==> src/rtl/cct_seq_pkg.sv <==
// cct_seq_pkg: shared types and constants for the cct_sequencer block.
//   state_e   : sequencer FSM states (IDLE, CLEAR, RUN, DONE)
//   CCT_W     : width of the student circuit datapath
//   TXN_CNT_W : width of the optional transaction counter
package cct_seq_pkg;

  localparam int CCT_W     = 8;
  localparam int TXN_CNT_W = 16;

  typedef enum logic [1:0] {
    IDLE  = 2'd0,
    CLEAR = 2'd1,
    RUN   = 2'd2,
    DONE  = 2'd3
  } state_e;

endpackage

==> src/rtl/cct_sequencer_rr_arbiter.sv <==
// rr_arbiter: round-robin arbiter with a registered search pointer.
//   clk, rst_n : clock, asynchronous active-low reset
//   req        : request vector
//   advance    : accept the current winner and move the pointer past it
//   gnt        : one-hot winner (combinational from req and pointer)
//   ptr        : index where the next search starts (0 after reset)
module rr_arbiter #(
  parameter  int NREQ = 4,
  localparam int PW   = $clog2(NREQ)
) (
  input  logic            clk,
  input  logic            rst_n,
  input  logic [NREQ-1:0] req,
  input  logic            advance,
  output logic [NREQ-1:0] gnt,
  output logic [PW-1:0]   ptr
);

  logic [PW-1:0] ptr_q;
  logic [PW-1:0] ptr_d;
  logic [PW-1:0] win_idx;
  logic [PW-1:0] idx;
  logic          found;

  // Scan from ptr_q upward with wrap; the first pending index wins.
  always_comb begin
    gnt     = '0;
    win_idx = ptr_q;
    found   = 1'b0;
    idx     = '0;
    for (int off = 0; off < NREQ; off++) begin
      idx = PW'((int'(ptr_q) + off) % NREQ);
      if (!found && req[idx]) begin
        gnt[idx] = 1'b1;
        win_idx  = idx;
        found    = 1'b1;
      end
    end
    // Explicit wrap so non-power-of-two NREQ stays in range.
    ptr_d = (win_idx == PW'(NREQ - 1)) ? '0 : win_idx + PW'(1);
  end

  always_ff @(posedge clk or negedge rst_n) begin
    if (!rst_n) begin
      ptr_q <= '0;
    end else if (advance && found) begin
      ptr_q <= ptr_d;
    end
  end

  assign ptr = ptr_q;

endmodule

==> src/rtl/cct_sequencer.sv <==
// cct_sequencer: shares one student circuit among NREQ requesters.
// Grants round-robin, clears the circuit, applies the winner's operand
// for RUN_CYCLES clocks, captures cct_output and pulses done.
//   clk, clear_n : clock, asynchronous active-low reset
//   req/req_data : per-requester request level and 8-bit operand
//   grant/done   : one-hot grant (whole transaction), one-cycle done pulse
//   result       : captured circuit output, held until next capture
//   busy         : high outside IDLE
//   cct_clear/cct_input/cct_output : student circuit connection
//   state_dbg    : current FSM state encoding
// Optional build macro CCT_SEQ_STATS_EN adds txn_count and last_winner.
//
// Handshake: a requester holds req high until it sees its grant bit; req is
// sampled only in IDLE. Once granted, req and req_data are ignored until
// done pulses for one cycle alongside the still-high grant; the requester
// must not re-request before that done pulse.
module cct_sequencer
  import cct_seq_pkg::*;
#(
  parameter  int NREQ       = 4,
  parameter  int RUN_CYCLES = 8,
  localparam int IW         = $clog2(NREQ),
  localparam int CW         = $clog2(RUN_CYCLES + 1)
) (
  input  logic                  clk,
  input  logic                  clear_n,
  input  logic [NREQ-1:0]       req,
  input  logic [NREQ*CCT_W-1:0] req_data,
  output logic [NREQ-1:0]       grant,
  output logic [NREQ-1:0]       done,
  output logic [CCT_W-1:0]      result,
  output logic                  busy,
  output logic                  cct_clear,
  output logic [CCT_W-1:0]      cct_input,
  input  logic [CCT_W-1:0]      cct_output,
  output logic [1:0]            state_dbg
`ifdef CCT_SEQ_STATS_EN
  ,
  output logic [TXN_CNT_W-1:0]  txn_count,
  output logic [IW-1:0]         last_winner
`endif
);

  state_e          state_q;
  logic [NREQ-1:0] grant_q;
  logic [NREQ-1:0] done_q;
  logic [CCT_W-1:0] result_q;
  logic [CCT_W-1:0] op_q;
  logic [CCT_W-1:0] cct_input_q;
  logic            cct_clear_q;
  logic            busy_q;
  logic [CW-1:0]   run_cnt_q;

  logic [NREQ-1:0] arb_gnt;
  logic [IW-1:0]   arb_ptr;
  logic            advance;
  logic [IW-1:0]   win_idx;
  logic [CCT_W-1:0] win_data;

  assign advance = (state_q == IDLE) && (|req);

  rr_arbiter #(.NREQ(NREQ)) u_arb (
    .clk     (clk),
    .rst_n   (clear_n),
    .req     (req),
    .advance (advance),
    .gnt     (arb_gnt),
    .ptr     (arb_ptr)
  );

  always_comb begin
    win_idx = '0;
    for (int i = 0; i < NREQ; i++) begin
      if (arb_gnt[i]) win_idx = IW'(i);
    end
    win_data = req_data[CCT_W*win_idx +: CCT_W];
  end

  always_ff @(posedge clk or negedge clear_n) begin
    if (!clear_n) begin
      state_q     <= IDLE;
      grant_q     <= '0;
      done_q      <= '0;
      result_q    <= '0;
      op_q        <= '0;
      cct_input_q <= '0;
      cct_clear_q <= 1'b1;
      busy_q      <= 1'b0;
      run_cnt_q   <= '0;
    end else begin
      case (state_q)
        IDLE: begin
          if (|req) begin
            state_q     <= CLEAR;
            grant_q     <= arb_gnt;
            op_q        <= win_data;
            cct_input_q <= win_data;
            busy_q      <= 1'b1;
          end
        end
        CLEAR: begin
          state_q     <= RUN;
          cct_clear_q <= 1'b0;
          run_cnt_q   <= '0;
        end
        RUN: begin
          run_cnt_q <= run_cnt_q + CW'(1);
          if (run_cnt_q == CW'(RUN_CYCLES - 1)) begin
            state_q     <= DONE;
            result_q    <= cct_output;
            done_q      <= grant_q;
            cct_clear_q <= 1'b1;
            cct_input_q <= '0;
          end
        end
        DONE: begin
          state_q <= IDLE;
          grant_q <= '0;
          done_q  <= '0;
          busy_q  <= 1'b0;
        end
        default: state_q <= IDLE;
      endcase
    end
  end

  assign grant     = grant_q;
  assign done      = done_q;
  assign result    = result_q;
  assign busy      = busy_q;
  assign cct_clear = cct_clear_q;
  assign cct_input = cct_input_q;
  assign state_dbg = state_q;

`ifdef CCT_SEQ_STATS_EN
  logic [TXN_CNT_W-1:0] txn_q;
  logic [IW-1:0]        last_win_q;

  always_ff @(posedge clk or negedge clear_n) begin
    if (!clear_n) begin
      txn_q      <= '0;
      last_win_q <= '0;
    end else begin
      if (state_q == DONE) txn_q <= txn_q + TXN_CNT_W'(1);
      if (advance)         last_win_q <= win_idx;
    end
  end

  assign txn_count   = txn_q;
  assign last_winner = last_win_q;
`endif

endmodule
==> config.mk <==
export PLATFORM = sky130hd
export DESIGN_NAME = cct_sequencer
export DESIGN_NICKNAME = d
export VERILOG_FILES = /design/src/rtl/cct_seq_pkg.sv /design/src/rtl/cct_sequencer_rr_arbiter.sv /design/src/rtl/cct_sequencer.sv
export SDC_FILE = /design/constraint.sdc
export NUM_CORES = 1
export LEC_CHECK = 0
export CAP_MARGIN = 5
export CORE_MARGIN = 2
export CORE_UTILIZATION = 46
export CTS_CLUSTER_DIAMETER = 150
export CTS_CLUSTER_SIZE = 12
export DETAILED_ROUTE_END_ITERATION = 8
export GPL_TIMING_DRIVEN = 0
export PLACE_DENSITY_LB_ADDON = 0.12
export SLEW_MARGIN = 10
export SYNTH_ARGS = -nofsm -noshare
export SYNTH_HDL_FRONTEND = slang
export SYNTH_SLANG_ARGS = --single-unit
==> constraint.sdc <==
create_clock -name clk -period 3.2 [get_ports clk]
set_clock_uncertainty 0.2 [all_clocks]
set_input_delay 0.64 -clock clk [delete_from_list [all_inputs] [get_ports clk]]
set_output_delay 0.64 -clock clk [all_outputs]
set_load 0.005 [all_outputs]
# [Word level (Yosys, flattened, before mapping)]
# Cells that the tools add are included.
[totals] regBits=34 inputBits=46 out_inout_bits=28 word_cells=103
[classes] addsub=5 n_lt_le_gt_ge=8 eq_ne=7 n_shift=1 mux=46 bitwise_logic=3 n_reduce_logical=24
[op_table] op="32-bit by 6-bit indexed part select with 8-bit output" n=1
[op_table] op="4-bit 2-to-1 mux" n=6
[op_table] op="4-bit one-hot mux with 2 select lines" n=3
[op_table] op="2-bit 2-to-1 mux" n=8
[op_table] op="8-bit 2-to-1 mux" n=2
[op_table] op="8-bit one-hot mux with 2 select lines" n=1
[op_table] op="1-bit 2-to-1 mux" n=15
[op_table] op="2-bit by 3-bit less-than comparator with 1-bit output (second input constant)" n=4
[op_table] op="4-bit OR" n=3
[op_table] op="2-bit AND reduction" n=5
[op_table] op="1-bit logical AND" n=9
[op_table] op="1-bit binary-select mux with 2-bit select" n=4
[op_table] op="1-bit demux with 2-bit select" n=4
[op_table] op="2-bit by 1-bit greater-or-equal comparator with 1-bit output (second input constant)" n=4
[op_table] op="2-bit one-hot mux with 4 select lines" n=1
[op_table] op="2-bit nonzero test" n=4
[op_table] op="2-bit equality test (second input constant)" n=3
[op_table] op="2-bit by 1-bit adder with 2-bit output (second input constant)" n=2
[op_table] op="2-bit adder (second input constant)" n=2
[op_table] op="4-bit by 1-bit adder with 4-bit output (second input constant)" n=1
[op_table] op="4-bit by 3-bit equality test with 1-bit output (second input constant)" n=1
[op_table] op="1-bit one-hot mux with 2 select lines" n=2
[op_table] op="4-bit OR reduction" n=1
[op_table] op="1-bit zero test" n=3
[op_table] op="5 further kinds" n=5

# [Depth between registers and ports, before layout]
[depth] depth_word=18 depth_mapped=12

# [Cells and area by module]
# A second synthesis with hierarchy kept.
[hier_totals] hier_cells=189 area_unflattened_um2=2117.0
[by_module_without_submodules] mod="cct_sequencer" instances=1 cells_each=130 area_per_inst_um2=1596.5 seq_area_each_um2=802.0
[by_module_without_submodules] mod="rr_arbiter" instances=1 cells_each=59 area_per_inst_um2=520.5 seq_area_each_um2=50.0

# [Worst setup path before layout]
# No wires, ideal clock.
[synth_timing] path_type="flip-flop to flip-flop" start="register u_arb.ptr_q[0] (netlist: u_arb.ptr[0])" end="register cct_input_q[0] (netlist: cct_input[0])" arrival_ns=2.493 required_time_ns=2.868 setup_slack_ns=0.374 stages_incl_launch_ff=12 n_path_buf=3 synth_period_minus_slack_ns=2.826 cell_sequence="dfrtp_1 > buf_6 > inv_1 > ha_1 > mux4_2 > buf_6 > a21oi_4 > a22oi_2 > or2_1 > buf_6 > a222oi_1 > o31ai_1"
[synth_via] elab_chain_len=18 elab_cells_between_ends=53
[synth_rtl] item="start: declaration" line="cct_sequencer_rr_arbiter.sv:19" text="logic [PW-1:0] ptr_q;"
[synth_rtl] item="start signal: assignment" line="cct_sequencer_rr_arbiter.sv:47" text="ptr_q <= ptr_d;"
[synth_rtl] item="parallel branches: the longest is 11 deep, another holds 2-bit by 3-bit less-than comparator with 1-bit output"
[synth_rtl] item="4-bit 2-to-1 mux *" line="cct_sequencer_rr_arbiter.sv:33" text="if (!found && req[idx]) begin"
[synth_rtl] item="1-bit 2-to-1 mux" line="cct_sequencer.sv:74" text="if (arb_gnt[i]) win_idx = IW'(i);"
[synth_rtl] item="2-bit 2-to-1 mux" line="cct_sequencer.sv:74"
[synth_rtl] item="2-bit 2-to-1 mux *" line="cct_sequencer.sv:74"
[synth_rtl] item="32-bit by 6-bit indexed part select with 8-bit output *" line="cct_sequencer.sv:76" text="win_data = req_data[CCT_W*win_idx +: CCT_W];"
[synth_rtl] item="8-bit 2-to-1 mux *" line="cct_sequencer.sv:93" text="if (|req) begin"
[synth_rtl] item="8-bit one-hot mux with 2 select lines *" line="cct_sequencer.sv:91" text="case (state_q)"
[synth_rtl] item="end signal: assignment" line="cct_sequencer.sv:97" text="cct_input_q <= win_data;"
[synth_rtl] item="end: declaration" line="cct_sequencer.sv:49" text="logic [CCT_W-1:0] cct_input_q;"
# Every way passes the cells marked *. The select of a mux whose other input is x is not followed.
# A chain may end at the register's enable or synchronous reset.

# [Worst setup path in the final report]
[layout_timing] start="input port req[2]" end="register cct_input_q[5] (netlist: cct_input[5])"
[layout_via] elab_chain_len=18 elab_cells_between_ends=33
[layout_rtl] item="start: declaration" line="cct_sequencer.sv:27" text="input logic [NREQ-1:0] req,"
[layout_rtl] item="1-bit binary-select mux with 2-bit select" line="cct_sequencer_rr_arbiter.sv:33"
[layout_rtl] item="1-bit 2-to-1 mux (implied by the code)" line="cct_sequencer_rr_arbiter.sv:33"
[layout_rtl] item="1-bit 2-to-1 mux" line="cct_sequencer_rr_arbiter.sv:33"
[layout_rtl] item="1-bit zero test" line="cct_sequencer_rr_arbiter.sv:33"
[layout_rtl] item="1-bit logical AND" line="cct_sequencer_rr_arbiter.sv:33"
[layout_rtl] item="1-bit 2-to-1 mux" line="cct_sequencer_rr_arbiter.sv:33"
[layout_rtl] item="1-bit zero test" line="cct_sequencer_rr_arbiter.sv:33"
[layout_rtl] item="1-bit logical AND" line="cct_sequencer_rr_arbiter.sv:33"
[layout_rtl] item="1-bit 2-to-1 mux" line="cct_sequencer_rr_arbiter.sv:33"
[layout_rtl] item="1-bit zero test" line="cct_sequencer_rr_arbiter.sv:33"
[layout_rtl] item="1-bit logical AND" line="cct_sequencer_rr_arbiter.sv:33"
[layout_rtl] item="4-bit 2-to-1 mux" line="cct_sequencer_rr_arbiter.sv:33"
[layout_rtl] item="1-bit 2-to-1 mux" line="cct_sequencer.sv:74"
[layout_rtl] item="2-bit 2-to-1 mux (2 in a row)" line="cct_sequencer.sv:74"
[layout_rtl] item="32-bit by 6-bit indexed part select with 8-bit output" line="cct_sequencer.sv:76"
[layout_rtl] item="8-bit 2-to-1 mux" line="cct_sequencer.sv:93"
[layout_rtl] item="8-bit one-hot mux with 2 select lines" line="cct_sequencer.sv:91"
# Parallel ways exist; a longest one is shown, timed or not. The select of a mux whose other input is x is not followed.

==> flow_summary.json <==
{
  "cts_max_level": 2,
  "internal_power_w": 0.00163,
  "grt_max_degree": 35,
  "maxSlewViolCount": 0,
  "syn_nets": 282,
  "antenna_found_initial": 0,
  "globalplace.congestion": 0.825,
  "wl_per_cell_um": 15.8,
  "cts_tree": "yes",
  "crit_family": "buffers and inverters",
  "synth_top_area_share_pct": 37.0,
  "critPathKind": "in2reg",
  "insertion_delay_ns": 0.28,
  "crit_chain": "clkdlybuf4s50_1 > mux4_2 > nor2b_1 > buf_2 > o211ai_1 > and3_1 > clkbuf_2 > a222oi_1 > o31ai_1",
  "rows": 25,
  "vias_per_cell": 5.81,
  "dpl-instance-area_um2": 3020,
  "maxCapViolCount": 0,
  "swShare_pct": 44.5,
  "power_leakage_nw": 1.31,
  "nets": 367,
  "arrival_ns": 3.00,
  "design_area_um2": 3180,
  "dp_hpwl_mm": 4.15,
  "yosysWarnings": 0,
  "finalHoldViolations": 0,
  "drc": 0,
  "peakVddDrop_v": 0.000655,
  "io_pins": 74,
  "fin_crit_sh_pct": 95.0,
  "netlist_instances": 225,
  "placed_cells": 352,
  "worst_pin_slew_ns": 0.763,
  "drive_gt1_share_pct": 14.1,
  "cts_hold_buffers": 0,
  "max_freq_mhz": 329,
  "p_sw_w": 0.00131,
  "worstPathBufferInverterCount": 3,
  "vias": 2121,
  "core_region_area_um2": 4690,
  "clkTransAtPathRegs_ns": 0.07,
  "drt_wl_total_mm": 5.77,
  "cts.path.max_buffers": 2,
  "synth.most_common_cell": "dfrtp_1",
  "synth_commonest_cells": "dfrtp_1 (33), nand2_1 (21), o31ai_1 (18)",
  "slowest_delay_ns": 0.54,
  "hp-class": "in2async",
  "yosysTopAreaCell": "dfrtp_1",
  "clock-sinks": 34,
  "grt_pass1_vias": 2009,
  "grtUsageTotal_pct": 22.3,
  "hold-worst-slack_ns": 0.227,
  "yosysSeqAreaShare_pct": 38.2,
  "dp_slack_ns": -0.307,
  "numCtsBuffers": 5,
  "insertedDiodeCount": 0,
  "areaGrowthSynthToFinish_pct": 42.5,
  "die_x_um": 73.6,
  "grt_overflow": 0,
  "start_util_pct": 47.5,
  "cp-end-kind": "flip-flop",
  "dr.first_iter.drc_count": 125,
  "critPathSlowestCell": "mux4_2",
  "die_h_um": 73.6,
  "synth-seq-cells": 34,
  "yosysUniqueCellTypes": 46,
  "cp-start-kind": "input pin",
  "ys.flop_type": "dfrtp_1",
  "dr.pass1.iters": 5,
  "synthArstFlopShare_pct": 100,
  "finalSetupViolCount": 0,
  "setup_tns_ns": 0,
  "synth_area_um2": 2230,
  "synth-edff-count": 0,
  "outcome": "finished, final reports clean",
  "finalCriticalPeriod_ns": 3.04,
  "drtAntennaViolNets": 0,
  "io_buffers": 73,
  "yosys-top-cells-area": "dfrtp_1 (37%), ha_1 (6.2%), o31ai_1 (6.1%)",
  "power_density_nw_per_um2": 923,
  "seqPwrFrac_pct": 21.2,
  "setup_slack_ns": 0.161,
  "instances_no_fill": 365,
  "num-fill-cells": 396,
  "grt_pass1_wl_mm": 9.39,
  "pwr-share-clk_pct": 11.1,
  "die_area_um2": 5420,
  "cp.required_ns": 3.16,
  "crit_fanout": 8,
  "cts_root_buf": "clkbuf_8",
  "synth.avg_cell_area_um2": 9.91,
  "p_comb_share_pct": 67.7,
  "maxSlewHeadroom_pct": 49.2
}
[power groups by stage]
stage	Combinational [W]	Sequential, W	Clock, W
2_1_floorplan	0.00134	0.000626	0
3_3_place_gp	0.00186	0.000633	0
3_5_place_dp	0.00188	0.000635	0
4_1_cts	0.00189	0.000628	0.000334
5_1_grt	0.00217	0.000638	0.000357
6_report	0.00199	0.000622	0.000327
[layout by cell type (no fill, tap or decap), types with 7 or more instances in the layout]
cell type / instances
clkdlybuf4s50_1: 70
dfrtp_1: 33
nand2_1: 21
o31ai_1: 18
nor2_1: 12
inv_1: 11
o21ai_0: 11
a21oi_1: 11
nor3_1: 11
nand3b_1: 10
ha_1: 10
mux2_2: 8
a222oi_1: 8
buf_4: 7
[routing by layer]
layer	GRT usage [%]	share of wire (%)	up-vias
met1	31.7	46	1002
met2	34.3	44	100
met3	4.12	9.5	4
met5	0	0	-
li1	-	-	1015
met4	7.27	0.59	0
[area by class of cell]
cell class | count | area (um2) | area share (%)
Buffer | 11 | 81.3 | 2.56
Sequential cell | 34 | 852 | 26.8
Timing Repair Buffer | 78 | 768 | 24.2
Clock buffer | 7 | 86.3 | 2.72
Multi-Input combinational cell | 168 | 1270 | 39.9
Tap cell | 54 | 67.6 | 2.13
Inverter | 12 | 48.8 | 1.54
Clock inverter | 1 | 5.00 | 0.157
[worst paths after layout]
check                        startpoint  slack (ns)           end  depth (start not counted)
max in group asynchronous       clear_n        2.08  state_dbg[0]                          1
setup reg to reg           u_arb.ptr[0]        0.22  cct_input[5]                         11
setup / recovery                 req[2]        0.16  cct_input[5]                          9
min in group clk           cct_input[5]        0.29  cct_input[5]                          2
hold reg to reg            cct_input[5]        0.29  cct_input[5]                          2
hold / removal                  clear_n        0.23  cct_input[4]                          1
[timing repair]
item,4_1_cts,5_1_grt
setup endpoints to repair,2,8
buffers inserted,0,5
pin swaps,0,1
gates resized for setup,1,4
[state kept, by name (all words and copies together) (netlist names)]
| signal | count |
|---|---|
| cct_input | 8 |
| cct_clear | 1 |
| done | 4 |
| grant | 4 |
| busy | 1 |
| u_arb.ptr | 2 |
| run_cnt_q | 4 |
| result | 8 |
| state_dbg | 2 |
[cell families (layout without fill, tap and decap cells)]
family | Yosys count | after routing | synth area share, %
AO/OA/AOI/OAI | 67 | 67 | 22.3
XOR/XNOR | 1 | 1 | 0.393
adder cells (fa/ha/maj) | 11 | 11 | 6.17
buffers and inverters | 23 | 109 | 5.67
flip-flops | 34 | 34 | 38.2
multiplexers | 13 | 13 | 8.53
AND/OR/NAND/NOR | 76 | 76 | 18.7
[stage by stage]
step,utilization (%),total power (W)
after floorplan,-,0.00197
after global placement,64.5,0.00249
after detailed placement,64.4,0.00251
after CTS,66.5,0.00285
after global routing,67.7,0.00317
final,67.7,0.00293
Note: power is estimated with default switching activity, not from simulation.
